File: src/rtl/sid_pkg.sv
// Shared constants and the sequencer state encoding for the SID bus block.
// Contents:
//   SID_ADDR_W   - SID register address width
//   SID_DATA_W   - SID register data width
//   NUM_SID_REGS - number of writable SID registers (0x00-0x18)
//   seq_state_t  - sequencer FSM states
package sid_pkg;

  localparam int SID_ADDR_W   = 5;
  localparam int SID_DATA_W   = 8;
  localparam int NUM_SID_REGS = 25;

  typedef enum logic [2:0] {
    ST_RESET   = 3'd0,
    ST_IDLE    = 3'd1,
    ST_FETCH   = 3'd2,
    ST_COMPARE = 3'd3,
    ST_SETUP   = 3'd4,
    ST_STROBE  = 3'd5,
    ST_NEXT    = 3'd6,
    ST_DONE    = 3'd7
  } seq_state_t;

endpackage

File: src/rtl/sid_clk_gen.sv
// Free-running phi2 generator for the SID chip.
// Ports:
//   i_clk, i_rst_n - system clock, asynchronous active-low reset
//   o_sid_clk      - phi2, 50% duty, period CLK_DIV system clocks
//   o_rise_tick    - high in the clk cycle whose closing edge drives sid_clk 0->1
//   o_fall_tick    - high in the clk cycle whose closing edge drives sid_clk 1->0
module sid_clk_gen #(
  parameter int CLK_DIV = 16
) (
  input  logic i_clk,
  input  logic i_rst_n,
  output logic o_sid_clk,
  output logic o_rise_tick,
  output logic o_fall_tick
);

  localparam int HALF = CLK_DIV / 2;
  localparam int CW   = (HALF > 1) ? $clog2(HALF) : 1;

  logic [CW-1:0] r_cnt;
  logic          r_sid_clk;
  logic          w_wrap;

  assign w_wrap = (r_cnt == CW'(HALF - 1));

  always_ff @(posedge i_clk or negedge i_rst_n) begin
    if (!i_rst_n) begin
      r_cnt     <= '0;
      r_sid_clk <= 1'b0;
    end else if (w_wrap) begin
      r_cnt     <= '0;
      r_sid_clk <= ~r_sid_clk;
    end else begin
      r_cnt <= r_cnt + CW'(1);
    end
  end

  // Ticks lead the pin by one cycle on purpose: a register that updates on a
  // tick changes on the very edge that flips sid_clk, so bus signals keyed on
  // the ticks stay in exact phase with phi2.
  assign o_sid_clk   = r_sid_clk;
  assign o_rise_tick = w_wrap & ~r_sid_clk;
  assign o_fall_tick = w_wrap &  r_sid_clk;

endmodule

File: src/rtl/sid_bus_sequencer.sv
// Copies changed registers from the SPI-filled register RAM onto the SID bus.
// On each frame the RAM is scanned 0..NUM_REGS-1; every entry that differs
// from the shadow of the last written value (or was never written, or the
// frame was forced) produces one phi2-aligned SID write cycle.
// Ports:
//   i_clk, i_rst_n  - system clock, asynchronous active-low reset
//   i_frame_rdy     - 1-cycle pulse: a complete frame is in RAM
//   i_force_all     - sampled at frame start: write every register
//   o_ram_addr      - RAM read address; i_ram_data valid 1 clk later
//   o_busy          - high outside IDLE
//   o_frame_done    - 1-cycle pulse at end of frame
//   o_overrun       - 1-cycle pulse: frame_rdy while one already pending
//   o_sid_clk, o_sid_addr, o_sid_data, o_sid_cs, o_sid_rw, o_sid_rst - SID pins
//   o_dbg_state     - current sequencer state (seq_state_t encoding)
// Frame request protocol: i_frame_rdy has no ready. In IDLE it starts a frame
// at once; otherwise it sets a single pending flag that is served right after
// DONE. A request arriving while that flag is already set is merged into it
// and reported on o_overrun.
module sid_bus_sequencer
  import sid_pkg::*;
#(
  parameter int CLK_DIV     = 16,
  parameter int NUM_REGS    = NUM_SID_REGS,
  parameter int RST_PERIODS = 16
) (
  input  logic                  i_clk,
  input  logic                  i_rst_n,
  input  logic                  i_frame_rdy,
  input  logic                  i_force_all,
  output logic [SID_ADDR_W-1:0] o_ram_addr,
  input  logic [SID_DATA_W-1:0] i_ram_data,
  output logic                  o_busy,
  output logic                  o_frame_done,
  output logic                  o_overrun,
  output logic                  o_sid_clk,
  output logic [SID_ADDR_W-1:0] o_sid_addr,
  output logic [SID_DATA_W-1:0] o_sid_data,
  output logic                  o_sid_cs,
  output logic                  o_sid_rw,
  output logic                  o_sid_rst,
  output logic [2:0]            o_dbg_state
);

  localparam int RCW = $clog2(RST_PERIODS + 1);

  seq_state_t            r_state, w_next;
  logic [SID_ADDR_W-1:0] r_idx;
  logic                  r_pending, r_force, r_overrun;
  logic [RCW-1:0]        r_rst_cnt;
  logic [SID_DATA_W-1:0] r_wdata;
  logic [SID_DATA_W-1:0] r_shadow [NUM_REGS];
  logic [NUM_REGS-1:0]   r_valid;
  logic [SID_ADDR_W-1:0] r_sid_addr;
  logic [SID_DATA_W-1:0] r_sid_data;
  logic                  r_sid_cs, r_sid_rw, r_sid_rst;

  logic w_rise, w_fall, w_last_reset, w_last_reg, w_start, w_need_write, w_commit;

  sid_clk_gen #(.CLK_DIV(CLK_DIV)) u_clk_gen (
    .i_clk       (i_clk),
    .i_rst_n     (i_rst_n),
    .o_sid_clk   (o_sid_clk),
    .o_rise_tick (w_rise),
    .o_fall_tick (w_fall)
  );

  assign w_last_reset = w_fall && (r_rst_cnt == RCW'(RST_PERIODS - 1));
  assign w_last_reg   = (r_idx == SID_ADDR_W'(NUM_REGS - 1));
  assign w_start      = (r_state == ST_IDLE) && (i_frame_rdy || r_pending);
  assign w_need_write = r_force || !r_valid[r_idx] || (i_ram_data != r_shadow[r_idx]);
  // STROBE is entered on a fall tick, so the first tick seen with cs already
  // low is the fall that closes the high phase.
  assign w_commit     = (r_state == ST_STROBE) && w_fall && !r_sid_cs;

  // State register
  always_ff @(posedge i_clk or negedge i_rst_n) begin
    if (!i_rst_n) r_state <= ST_RESET;
    else          r_state <= w_next;
  end

  // Next-state logic
  always_comb begin
    w_next = r_state;
    case (r_state)
      ST_RESET:   if (w_last_reset) w_next = ST_IDLE;
      ST_IDLE:    if (w_start) w_next = ST_FETCH;
      ST_FETCH:   w_next = ST_COMPARE;
      ST_COMPARE: w_next = w_need_write ? ST_SETUP : ST_NEXT;
      ST_SETUP:   if (w_fall) w_next = ST_STROBE;
      ST_STROBE:  if (w_commit) w_next = ST_NEXT;
      ST_NEXT:    w_next = w_last_reg ? ST_DONE : ST_FETCH;
      ST_DONE:    w_next = ST_IDLE;
      default:    w_next = ST_RESET;
    endcase
  end

  // Output logic
  always_comb begin
    o_busy       = (r_state != ST_IDLE);
    o_frame_done = (r_state == ST_DONE);
    o_dbg_state  = r_state;
  end

  // Datapath and SID bus registers
  always_ff @(posedge i_clk or negedge i_rst_n) begin
    if (!i_rst_n) begin
      r_idx      <= '0;
      r_pending  <= 1'b0;
      r_force    <= 1'b0;
      r_overrun  <= 1'b0;
      r_rst_cnt  <= '0;
      r_wdata    <= '0;
      r_valid    <= '0;
      r_sid_addr <= '0;
      r_sid_data <= '0;
      r_sid_cs   <= 1'b1;
      r_sid_rw   <= 1'b1;
      r_sid_rst  <= 1'b0;
    end else begin
      r_overrun <= i_frame_rdy && r_pending;
      // IDLE consumes any request (new pulse and/or pending) in one go.
      if (r_state == ST_IDLE)  r_pending <= 1'b0;
      else if (i_frame_rdy)    r_pending <= 1'b1;

      case (r_state)
        ST_RESET: if (w_fall) begin
          if (w_last_reset) r_sid_rst <= 1'b1;
          else              r_rst_cnt <= r_rst_cnt + RCW'(1);
        end
        ST_IDLE: if (w_start) begin
          r_idx   <= '0;
          r_force <= i_force_all;
        end
        ST_COMPARE: r_wdata <= i_ram_data;
        ST_SETUP: if (w_fall) begin
          r_sid_addr <= r_idx;
          r_sid_data <= r_wdata;
          r_sid_rw   <= 1'b0;
        end
        ST_STROBE: begin
          if (w_rise && r_sid_cs) r_sid_cs <= 1'b0;
          if (w_commit) begin
            r_sid_cs       <= 1'b1;
            r_sid_rw       <= 1'b1;
            r_valid[r_idx] <= 1'b1;
          end
        end
        ST_NEXT: if (!w_last_reg) r_idx <= r_idx + SID_ADDR_W'(1);
        default: ;
      endcase
    end
  end

  // Shadow data needs no reset: r_valid gates every use of it.
  always_ff @(posedge i_clk) begin
    if (w_commit) r_shadow[r_idx] <= r_sid_data;
  end

  assign o_ram_addr = r_idx;
  assign o_overrun  = r_overrun;
  assign o_sid_addr = r_sid_addr;
  assign o_sid_data = r_sid_data;
  assign o_sid_cs   = r_sid_cs;
  assign o_sid_rw   = r_sid_rw;
  assign o_sid_rst  = r_sid_rst;

endmodule

File: config.mk
export PLATFORM = sky130hd
export DESIGN_NAME = sid_bus_sequencer
export DESIGN_NICKNAME = d
export VERILOG_FILES = /design/src/rtl/sid_pkg.sv /design/src/rtl/sid_clk_gen.sv /design/src/rtl/sid_bus_sequencer.sv
export SDC_FILE = /design/constraint.sdc
export NUM_CORES = 1
export LEC_CHECK = 0
export ABC_AREA = 1
export CORE_ASPECT_RATIO = 0.8
export CORE_MARGIN = 1.5
export CORE_UTILIZATION = 54
export CTS_CLUSTER_SIZE = 12
export DETAILED_ROUTE_END_ITERATION = 10
export MAX_ROUTING_LAYER = met4
export PLACE_DENSITY = 0.72
export SLEW_MARGIN = 20
export SYNTH_ARGS = -nofsm -noshare
export SYNTH_HDL_FRONTEND = slang
export SYNTH_SLANG_ARGS = --single-unit
File: constraint.sdc
create_clock -name i_clk -period 4.25 [get_ports i_clk]
set_clock_uncertainty 0.05 [all_clocks]
set_input_delay 0.6375 -clock i_clk [delete_from_list [all_inputs] [get_ports i_clk]]
set_output_delay 0.6375 -clock i_clk [all_outputs]
set_load 0.01 [all_outputs]
Yosys cells after proc, flatten, opt, wreduce, memory -nomap -nowiden
Memories as Yosys holds them, arrays and structs flattened.
Cells that the tools add are included.
{"block": "totals", "register_bits": 69, "elab_cells": 93, "mem_count": 1, "ram_bits": 200, "inputBits": 12}
{"memory": "r_shadow", "words": 25, "word_bits": 8, "rd": 1, "rd_clocked_by_memory_dff": 0, "wr": 1, "line": "sid_bus_sequencer.sv:51", "rtl": "logic [SID_DATA_W-1:0] r_shadow [NUM_REGS];"}
{"block": "op_classes", "bitwise": 5, "muxes": 24, "eq_ne": 17, "n_addsub": 3, "magnitude_cmp": 2, "reduce_logical": 26}
{"operator": "$or A25 B25 Y25", "n": 1}
{"operator": "$pmux W3 S8", "n": 1}
{"operator": "$mux W3", "n": 6}
{"operator": "$eq A3 B3 Y1 const B", "n": 5}
{"operator": "$reduce_and A3 Y1", "n": 4}
{"operator": "$add A5 B1 Y5 const B", "n": 2}
{"operator": "$mux W1", "n": 10}
{"operator": "$mux W5", "n": 2}
{"operator": "$ne A2 B2 Y1 const B", "n": 5}
{"operator": "$pmux W5 S2", "n": 1}
{"operator": "$ne A8 B8 Y1", "n": 1}
{"operator": "$reduce_and A2 Y1", "n": 4}
{"operator": "$reduce_bool A2 Y1", "n": 4}
{"operator": "$logic_and A1 B1 Y1", "n": 7}
{"operator": "$eq A3 B2 Y1 const B", "n": 2}
{"operator": "$lt A5 B6 Y1 const B", "n": 1}
{"operator": "$bmux W1 S5", "n": 1}
{"operator": "$demux W1 S5", "n": 1}
{"operator": "$eq A5 B4 Y1 const B", "n": 1}
{"operator": "$eq A5 B5 Y1 const B", "n": 1}
{"operator": "$ge A5 B1 Y1 const B", "n": 1}
{"operator": "$reduce_and A4 Y1", "n": 1}
{"operator": "$add A3 B1 Y3 const B", "n": 1}
{"operator": "$eq A3 B1 Y1 const B", "n": 1}
{"operator": "8 further kinds", "n": 13}

Depth between registers and ports, before layout
{"block": "logic_depth", "ltp_word": 7, "ltp_mapped": 17}

By module
A second synthesis with hierarchy kept.
{"block": "hier_totals", "hier_cells": 1156, "hier_area_um2": 11708.7}
{"module": "sid_bus_sequencer", "area_per_inst_um2": 11549.8, "n_inst": 1, "cells_each": 1141, "seq_area_each_um2": 7634.8}
{"module": "sid_clk_gen", "area_per_inst_um2": 158.9, "n_inst": 1, "cells_each": 15, "seq_area_each_um2": 100.1}

Least setup slack after synthesis
OpenSTA, ideal clock, no wires.
{"block": "synth_timing", "kind": "register -> register", "startpoint": "register r_state[0] (netlist: o_dbg_state[0])", "endpoint": "memory r_shadow[17][0] (enable)", "required_time_ps": 3830, "period_less_slack_ps": 2162, "setup_ps": 370, "setup_slack_ps": 2088, "path_buffers": 1, "arrival_ps": 1742, "stages_incl_launch_ff": 10, "cell_sequence": "dfrtp_1 inv_2 nor3_2 inv_1 nor2_1 inv_2 nor2_4 nand2_1 clkbuf_1 nor2_1"}
{"block": "synth_via", "elab_chain_len": 5}
{"element": "from (decl)", "line": "sid_bus_sequencer.sv:46", "rtl": "seq_state_t r_state, w_next;"}
{"element": "from (signal assigned)", "line": "sid_bus_sequencer.sv:78", "rtl": "else r_state <= w_next;"}
{"element": "$eq A3 B3 Y1", "line": "sid_bus_sequencer.sv:73", "rtl": "assign w_commit = (r_state == ST_STROBE) && w_fall && !r_sid_cs;"}
{"element": "$logic_and A1 B1 Y1 (2 in a row)", "line": "sid_bus_sequencer.sv:73"}
{"element": "$mux W1", "line": "sid_bus_sequencer.sv:156", "rtl": "if (w_commit) r_shadow[r_idx] <= r_sid_data;"}
{"element": "$mux W1 (implied by the code)", "line": "sid_bus_sequencer.sv:156"}
{"element": "to (decl)", "line": "sid_bus_sequencer.sv:51"}
No other way between the ends.

Worst setup path in the final report
{"block": "layout_timing", "startpoint": "register r_idx[1] (netlist: o_ram_addr[1])", "endpoint": "output port o_ram_addr[1]"}
{"element": "from (decl)", "line": "sid_bus_sequencer.sv:47", "rtl": "logic [SID_ADDR_W-1:0] r_idx;"}
{"element": "from (signal assigned)", "line": "sid_bus_sequencer.sv:148", "rtl": "ST_NEXT: if (!w_last_reg) r_idx <= r_idx + SID_ADDR_W'(1);"}
{"element": "to (decl)", "line": "sid_bus_sequencer.sv:30", "rtl": "output logic [SID_ADDR_W-1:0] o_ram_addr,"}
No word-level cell between the ends.

==> metrics.md <==
| Metric | Value |
|---|---|
| Status | completed |
| Hold Violations, Final | 0 |
| Drt total wl | 28300 um |
| Std-Cell Rows | 48 |
| Prevailing post-synth register cell | edfxtp_1 |
| Crit path kind | flop to primary output |
| Yosys top cell area share | 0.512 |
| Area grow syn2layout | 11.7% |
| Via count | 8147 |
| Top cells by area, synth | edfxtp_1 (51%), dfrtp_1 (14%), nand2_1 (11%), inv_1 (4.4%), nand3_1 (4.0%) |
| Slew @ Worst Pin | 0.922 ns |
| Yosys cell types | 38 |
| Synthesized Nets | 1195 |
| Layout cells sized above 1 | 0.0696 |
| CTS tree | done |
| Worst R2R Setup Slack | 1.42 ns |
| WP data required | 3.56 ns |
| Max Fclk | 0.350 GHz |
| Syn Std Cell Area | 0.0117 mm2 |
| Reg-to-reg endpoint | r_shadow[20][5]$_DFFE_PP_ |
| Post-synth top area cell | edfxtp_1 |
| Fin. max-slew vios | 0 |
| Largest family of logic cells by synthesized area | simple AND/OR/NAND/NOR gates |
| Clk_lat worst skew | 0.54 ns |
| Post-cts resize count | 0 |
| Pin count of the biggest net entering global routing | 99 |
| Reg2reg path depth | 8 |
| Max VDD drop | 0.000523 V |
| Critical path capture point type | primary output |
| Post-Synth Simple-Gate Area | 0.208 |
| PD cells | 632 mW/mm2 |
| Yosys reg bits | 269 |
| Die H | 135 um |
| Routed Antenna Nets | 0 |
| HPWL after DPL | 17500 um |
| # fillers | 1785 |
| Die X | 168 um |
| Nets@finish | 1234 |
| Drt wl/cell | 18.8 um |
| Postcts setup bufs | 0 |
| Core Area | 0.0214 mm2 |
| CTS Buffer Depth | 3 |
| CP Launch Type | flop |
| Starting DRT DRC Count | 803 |
| Gpl congestion | 0.907 |
| Hold-fix buffers, CTS | 0 |
| GRT Total Usage | 0.266 |
| Final worst path period share | 0.672 |
| CP max stage cell | clkdlybuf4s50_1 |
| Vias/cell | 5.40 |
| Detailed-route DRC error count | 0 |
| Leakage | 0.00559 uW |
| I/O pin count | 40 |
| Num Clock Sinks | 269 |
| Initial antenna violation count | 0 |
| Adder-cell share of the synthesized area | 0.00853 |
| RSZ-0062 raised after global routing | no |
| Crit path time final | 2.86 ns |
| Initial Utilization | 0.547 |
| Mux share of post-synthesis cell area | 0.000960 |
| Final core utilization | 0.611 |
| Setup TNS | 0 ns |
| Slew margin rel. | 0.385 |
| Num CTS Buffers | 27 |
| H-tree depth | 1 |
| WP data arrival | 2.17 ns |
| Synth Area in XOR/XNOR | 0.00224 |
| Setup violations, final | 0 |
| Vias in the first global route | 7832 |
| Detailed Routing Iterations Pass 1 | 5 |
| Post-Place Cell Area | 0.0123 mm2 |
| EDFF count, synth | 200 |
| CP peak stage delay | 0.66 ns |
| RR Startpoint | u_clk_gen.r_cnt[0]$_DFF_PN0_ |
| Gate Count Post-Synth | 1175 |
| Sequential fraction of the synthesis area | 0.659 |
| Async SR Flop Fraction | 0.257 |
| Compound-Gate Fraction of Synth Area | 0.0480 |
| Power after layout | 8270 uW |
| # diodes | 0 |
| CTS Root Cell | clkbuf_16 |
| Max_cap viols | 0 |
| Design Area, Final | 0.0131 mm2 |
| Avg Cell Area, Syn | 9.98 um2 |
| Crit-path cells | buf_4 -> clkdlybuf4s50_1 |
| Total grt overflow | 0 |
| Synthesis Warnings | 0 |
| Buffers on Ports | 39 |
| Crit-path max FO | 58 |
| HP Class | input port to async pin |
| Die ar. | 0.0226 mm2 |
| First-pass GRT wire length | 44000 um |
| Clock slew at reported path FFs | 0.07 ns |
==> layer usage <==
layer,track usage,wire length [um],part of all wire
met2,0.409,13000,0.46
met5,-,0,0
met4,0.0611,493,0.017
met3,0.0472,2330,0.082
met1,0.373,12500,0.44
==> cell type report <==
class | count | area (um2) | share of cell area
inverter | 151 | 569 | 0.0435
clock inverter | 3 | 21.3 | 0.00162
multi-input combinational | 712 | 3140 | 0.240
tap | 275 | 344 | 0.0263
sequential | 269 | 7740 | 0.591
clock buffer | 47 | 778 | 0.0594
timing repair buffer | 53 | 505 | 0.0386
==> Yosys cell counts (3+ instances only) <==
| master | n |
|---|---|
| nand2_2 | 3 |
| o211ai_1 | 7 |
| buf_2 | 23 |
| edfxtp_1 | 200 |
| buf_6 | 7 |
| nor2_2 | 3 |
| dfrtp_1 | 67 |
| ha_1 | 8 |
| inv_1 | 137 |
| nor2_1 | 124 |
| nor2_4 | 3 |
| o21ai_1 | 19 |
| nand4_1 | 4 |
| o21ai_0 | 56 |
| a21oi_1 | 17 |
| or2_2 | 5 |
| nand2_1 | 353 |
| inv_2 | 13 |
| buf_4 | 5 |
| nand3_1 | 94 |
| clkbuf_1 | 6 |
==> sequential cells by signal (all words and copies together), names as in the netlist <==
signal and flops:
r_shadow 200, r_valid 25, o_sid_data 8, r_wdata 8, o_ram_addr 5, o_sid_addr 5, r_rst_cnt 5, o_dbg_state 3
u_clk_gen.r_cnt 3, o_overrun 1, o_sid_cs 1, o_sid_rst 1, o_sid_rw 1, r_force 1, r_pending 1, u_clk_gen.o_sid_clk 1
==> logic make-up after synthesis <==
group                      after synthesis
AOI/OAI and AO/OA                      105
xor gates and xnor gates                 3
adders and majority gates                8
buffers and inverters                  194
DFF                                    269
muxes                                    1
and+or+nand+nor                        595
==> power breakdown <==
group	switching (uW)	internal [uW]	leakage, uW
logic	1820	804	0.00267
registers	213	3240	0.00253
clock network	960	1240	0.000385
total	2990	5280	0.00559
==> metrics by stage <==
step / hold slack [ns] / setup WS (ns) / std cells
floorplan: 0.292 / 2.09 / 1175
global placement: 0.367 / 1.46 / 1460
detailed placement: 0.369 / 1.41 / 1460
CTS: 0.222 / 1.41 / 1510
global route: 0.235 / 1.25 / 1510
finish: 0.193 / 1.39 / 1510
==> how the worst max path moves through the flow <==
stage	end	startpoint	cells past startpoint
final	o_ram_addr[1]	o_ram_addr[1]$_DFFE_PN0P_	2
after global routing	o_dbg_state[1]$_DFFE_PN0P_	o_ram_addr[0]$_DFFE_PN0P_	15
after CTS	o_ram_addr[1]	o_ram_addr[1]$_DFFE_PN0P_	2
after detailed placement	r_shadow[16][5]$_DFFE_PP_	u_clk_gen.r_cnt[0]$_DFF_PN0_	8
after global placement	r_shadow[21][7]$_DFFE_PP_	u_clk_gen.r_cnt[0]$_DFF_PN0_	8
after floorplan	r_shadow[17][0]$_DFFE_PP_	o_dbg_state[0]$_DFFE_PN0P_	9
==> critical path: cells and delay by family (launching register included) <==
family                 cells  cell delay, ns
DFF                        1            0.36
buffers and inverters      2            1.25
==> cell usage in the layout, fill, tap and decap left out, drive strengths merged, types with 2 or more instances in the layout <==
cell type      count
nand4              4
edfxtp           200
nand2            357
nor3               3
nor2             130
or2                6
a21oi             18
xor2               2
clkbuf            47
clkinv             2
nand3             95
o211ai             7
ha                 8
dfrtp             67
buf               15
o21ai             75
dfstp              2
inv              152
clkdlybuf4s50     38
(Power assumes the default switching activity.)
